### config.mk
export PLATFORM = sky130hd
export DESIGN_NAME = register_file_8x16
export DESIGN_NICKNAME = d
export VERILOG_FILES = /design/src/rtl/regfile_pkg.sv /design/src/rtl/register_file_8x16.sv
export SDC_FILE = /design/constraint.sdc
export NUM_CORES = 1
export LEC_CHECK = 0
export CAP_MARGIN = 20
export CORE_MARGIN = 2
export CORE_UTILIZATION = 55
export CTS_CLUSTER_DIAMETER = 50
export DETAILED_ROUTE_END_ITERATION = 8
export PLACE_DENSITY = 0.75
export SLEW_MARGIN = 10
export SYNTH_ARGS = -nofsm -noshare
export SYNTH_HDL_FRONTEND = slang
export SYNTH_SLANG_ARGS = --single-unit
### constraint.sdc
create_clock -name CLK -period 3.1 [get_ports CLK]
set_clock_uncertainty 0.15 [all_clocks]
set_input_delay 0.62 -clock CLK [delete_from_list [all_inputs] [get_ports CLK]]
set_output_delay 0.62 -clock CLK [all_outputs]
set_load 0.05 [all_outputs]
### src/rtl/regfile_pkg.sv
// Shared defaults for the 8x16 register bank: geometry and the value loaded on reset.
`timescale 1ns/1ps
package regfile_pkg;
  localparam int WIDTH_DEF      = 16;
  localparam int DEPTH_DEF      = 8;
  localparam int ADDR_WIDTH_DEF = 4;
  localparam logic RESET_BIT    = 1'b0;
endpackage

### src/rtl/register_file_8x16.sv
// General-purpose register bank: single shared address, synchronous write with priority,
// registered read, asynchronous active-low clear of all entries and the read output.
`timescale 1ns/1ps
module register_file_8x16
  import regfile_pkg::*;
#(
  parameter int WIDTH      = WIDTH_DEF,
  parameter int DEPTH      = DEPTH_DEF,
  parameter int ADDR_WIDTH = ADDR_WIDTH_DEF
) (
  input  logic                  CLK,
  input  logic                  RST,
  input  logic [ADDR_WIDTH-1:0] Address,
  input  logic                  WrEn,
  input  logic [WIDTH-1:0]      WrData,
  input  logic                  RdEn,
  output logic [WIDTH-1:0]      RdData
);

  localparam int IDX_W = (DEPTH > 1) ? $clog2(DEPTH) : 1;
  localparam logic [ADDR_WIDTH:0] DEPTH_L = (ADDR_WIDTH + 1)'(DEPTH);
  localparam logic [WIDTH-1:0] RESET_VAL = {WIDTH{RESET_BIT}};

  logic [WIDTH-1:0] mem_q [DEPTH];
  logic [WIDTH-1:0] mem_d [DEPTH];
  logic [WIDTH-1:0] rd_data_q;
  logic [WIDTH-1:0] rd_data_d;
  logic             addr_ok;
  logic [IDX_W-1:0] idx;

  assign addr_ok = ({1'b0, Address} < DEPTH_L);
  assign idx     = Address[IDX_W-1:0];

  // Write wins over read; an out-of-range read returns zero, an out-of-range write is dropped.
  always_comb begin
    mem_d     = mem_q;
    rd_data_d = rd_data_q;
    if (WrEn) begin
      if (addr_ok) mem_d[idx] = WrData;
    end else if (RdEn) begin
      rd_data_d = addr_ok ? mem_q[idx] : RESET_VAL;
    end
  end

  // Array kept in flops so the reset loop can clear every entry at once.
  always_ff @(posedge CLK or negedge RST) begin
    if (!RST) begin
      for (int i = 0; i < DEPTH; i++) mem_q[i] <= RESET_VAL;
      rd_data_q <= RESET_VAL;
    end else begin
      mem_q     <= mem_d;
      rd_data_q <= rd_data_d;
    end
  end

  assign RdData = rd_data_q;

endmodule

Word level (Yosys, flattened, before mapping)
Cells that the tools add are included.
{"block": "totals", "regBits": 144, "input_bits": 24, "output_inout_bits": 16, "elab_cells": 24}
{"block": "op_classes", "magnitude_cmp": 3, "mux": 7, "n_bitwise": 2, "n_reduce_logical": 3}
{"cell": "$bwmux 128", "n": 1}
{"cell": "$mux 16", "n": 4}
{"cell": "$bmux 16 s3", "n": 1}
{"cell": "$demux 16 s3", "n": 1}
{"cell": "$ge 4x4->1 const B", "n": 1}
{"cell": "$lt 4x1->1 const B", "n": 1}
{"cell": "$lt 4x4->1 const B", "n": 1}
{"cell": "$not 3->4", "n": 1}
{"cell": "$reduce_and 2->1", "n": 2}
{"cell": "$logic_and 1x1->1", "n": 1}
{"cell": "$not 1->1", "n": 1}

Logic depth before layout (Yosys ltp)
{"block": "logic_depth", "depth_word": 6, "ltp_mapped": 7, "depth_no_buf": 4}

Least setup slack after synthesis
OpenSTA, ideal clock, no wires.
{"block": "synth_path", "kind": "input to register", "startpoint": "input Address[2]", "endpoint": "register mem_q[101] in the netlist's numbering", "setup_ns": 0.125, "arrival_time_ns": 1.818, "required_time_ns": 2.825, "slack_ns": 1.007, "stages": 6, "path_buffers": 3, "cell_sequence": "buf_2 -> or2_1 -> buf_6 -> nor2_4 -> buf_4 -> mux2_2"}
{"block": "synth_via", "elab_chain_len": 6, "elab_cells_between_ends": 9, "classes_between": "3 x order compare; 3 x mux; 1 x bitwise; 2 x reduce/logical"}
{"item": "start: declaration", "line_no": "register_file_8x16.sv:13", "text": "input logic [ADDR_WIDTH-1:0] Address,"}
{"item": "$not 3->4 (not written as such)", "line_no": "register_file_8x16.sv:39", "text": "if (addr_ok) mem_d[idx] = WrData;"}
{"item": "$ge 4x4->1 (not written as such) / $lt 4x1->1 (equally long branches)", "line_no": "register_file_8x16.sv:39"}
{"item": "$logic_and 1x1->1 (not written as such)", "line_no": "register_file_8x16.sv:39"}
{"item": "$mux 16 (not written as such)", "line_no": "register_file_8x16.sv:39"}
{"item": "$demux 16 s3", "line_no": "register_file_8x16.sv:39"}
{"item": "$bwmux 128", "line_no": "register_file_8x16.sv:39"}
{"item": "end signal: assignment", "line_no": "register_file_8x16.sv:51", "text": "mem_q <= mem_d;"}
{"item": "end: declaration", "line_no": "register_file_8x16.sv:24", "text": "logic [WIDTH-1:0] mem_q [DEPTH];"}
Several ways; a longest one is shown, not always the timed one.
A chain may end at the register's enable or synchronous reset.

Worst setup path after layout
{"block": "layout_path", "startpoint": "register rd_data_q[1], in the netlist RdData[1]", "endpoint": "output RdData[1]"}
{"item": "start: declaration", "line_no": "register_file_8x16.sv:26", "text": "logic [WIDTH-1:0] rd_data_q;"}
{"item": "start signal: assignment", "line_no": "register_file_8x16.sv:52", "text": "rd_data_q <= rd_data_d;"}
{"item": "end: declaration", "line_no": "register_file_8x16.sv:17", "text": "output logic [WIDTH-1:0] RdData"}
No word-level cell between the ends.

==> flow_summary.toml <==
[sta]
grt_setup_unrepaired = "no"
fin_ws_ns = 0.706
finalSetupViolCount = 0
min_period_ns = 2.39
tightest_slew_ns = 0.676
finalCritPeriodShare = 0.772
final_max_slew_viol_count = 0
tns_ns = 0
hold_viol = 0
maxSlewHeadroom = 0.549
clock.fmax_ghz = 0.418

[clock_network]
cts_tree = "yes"
clockBufferDepth = 2
ctsResizeCount = 0
cts-htree-levels = 4
cts.sinks = 144
path_clk_slew_ns = 0.06
clock_latency_ns = 0.43
cts.hold.buffers_added = 0
postCtsSetupRepairBufs = 0
numCtsBuffers = 17
root_buffer = "clkbuf_16"

[floorplanning]
core_area_um2 = 11400
rows = 39
dieArea_um2 = 12600
die_y_um = 112
pin_count = 40
die_x_um = 112
initial_core_util = 0.562

[status]
status = "finished, final reports clean"

[drt]
drc_errors = 0
drt_iter0_drc = 241
drtAntennaViolNets = 0
drtPass1Iterations = 4
wl_per_cell_um = 21.1
num_vias = 3933
via_per_inst = 5.91
routed_wl_mm = 14.0

[yosys]
synthArstFlopShare = 1.00
yosys.area.top_type_share = 0.561
synth_ff_type = "dfrtp_1"
syn_area_um2 = 6420
ys_ff_latch = 144
yosys.area.top_type = "dfrtp_1"
syn_inst = 460
syn-num-nets = 484
ys_seq_area_frac = 0.561
synth_commonest_cells = "dfrtp_1 (144), mux2_2 (116), mux2i_1 (64)"
synth_warnings = 0
synth-edff-count = 0
synth_cell_types = 22
synthTopCellsByArea = "dfrtp_1 (56%), mux2_2 (20%), mux2i_1 (10%), o22ai_1 (3.1%), mux2_4 (2.3%)"
yosysMostFrequentCell = "dfrtp_1"
avgSynthCellArea_um2 = 14.0

[setup_path]
cp-start-kind = "register"
worst-path-buf-inv = 1
arrival_ns = 1.62
critical_path.top_delay_family = "buffers and inverters"
slowest_delay_ns = 0.82
path_max_fanout = 2
cpMaxStageDelayCell = "clkdlybuf4s50_1"
crit_type = "reg2out"
end_kind = "output pin"
crit_chain = "clkdlybuf4s50_1"
crit_required_ns = 2.33

[cells_and_area]
n_antenna_cell = 0
drive_above_1_share = 0.358
instances_no_fill = 665
area_growth_pct = 18.5
design_area_um2 = 7600
post-route-util = 0.666
fillers = 840
fin_nets = 533

[power_and_ir_drop]
vdd_drop_max_v = 0.000585
power.density_nw_per_um2 = 734
leakage_nw = 3.53

[global_routing]
grt_pass1_wl_mm = 23.0
grt_usage = 0.241
grt_pass1_vias = 4282
grt_max_degree = 73
overflow = 0
antenna_found_initial = 0

[job]
cap_violations = 0

[placement]
dpl_cell_area_um2 = 7010
portBuffers = 39
place_congestion = 0.734
dp_hpwl_mm = 8.70
pre_cts_ws_ns = 0.380
dp_cells = 633

[min_path]
holdCritPathClass = "in2async"
## final timing paths
kind,startpoint,to,slack [ns],depth (start not counted)
worst max-delay path,RdData[1],RdData[1],0.71,1
worst min-delay path,RST,mem_q[34],0.04,1
worst max register to register,mem_q[106],RdData[10],1.86,4
worst min register to register,RdData[7],RdData[7],0.32,2
max in group asynchronous,RST,mem_q[29],1.92,2
min in group CLK,RdData[7],RdData[7],0.32,2
## power by group
group          internal [mW]  switching (mW)
Combinational          0.533           0.460
Sequential              2.30           0.225
Clock                   1.29           0.765
## cells in the final DEF, fill, tap and decap left out, types with 2 or more instances in the layout
cell | Yosys | routed
mux2i_1 | 64 | 64
nor2_2 | 3 | 3
buf_12 | 0 | 3
bufinv_16 | 0 | 3
mux2_1 | 2 | 2
clkbuf_16 | 0 | 17
mux2_2 | 116 | 116
buf_4 | 4 | 17
nand3b_2 | 2 | 2
dfrtp_1 | 144 | 144
o21ai_0 | 16 | 16
mux2_4 | 10 | 10
clkbuf_8 | 0 | 2
clkinvlp_4 | 0 | 2
clkinv_2 | 0 | 7
nand2b_1 | 3 | 3
clkdlybuf4s50_1 | 0 | 37
o22ai_1 | 32 | 32
nand2_1 | 33 | 33
## cell families (layout without fill, tap and decap cells)
| logic type | after synthesis | count (layout) | share of synthesized area |
|---|---|---|---|
| muxes | 192 | 192 | 0.330 |
| DFF | 144 | 144 | 0.561 |
| AOI/OAI and AO/OA | 48 | 48 | 0.0437 |
| and+or+nand+nor | 48 | 48 | 0.0398 |
| buffers and inverters | 28 | 90 | 0.0250 |
## state kept, by name, indices dropped and copies added, names as in the netlist
name,count
mem_q,128
RdData,16
## through the flow
step	power (mW)	hold slack, ns
4_1_cts	5.62	0.0633
3_3_place_gp	3.48	0.309
3_5_place_dp	3.55	0.312
5_1_grt	5.83	0.104
2_1_floorplan	3.21	0.174
6_report	5.58	0.0401
## metal layers
layer	vias to the layer above	wire length, µm	GRT usage
li1	1772	-	-
met1	2049	6160	0.308
met2	79	6980	0.390
met3	33	488	0.0578
met4	0	373	0.115
met5	-	0	0
## area by class of cell
| cell class | count | area (µm²) | share of cell area |
|---|---|---|---|
| Clock buffer | 20 | 457 | 0.0601 |
| Clock inverter | 12 | 140 | 0.0184 |
| Multi-Input combinational cell | 288 | 2660 | 0.349 |
| Sequential cell | 144 | 3600 | 0.474 |
| Tap cell | 143 | 179 | 0.0235 |
| Timing Repair Buffer | 58 | 569 | 0.0749 |
(Power assumes the default switching activity.)
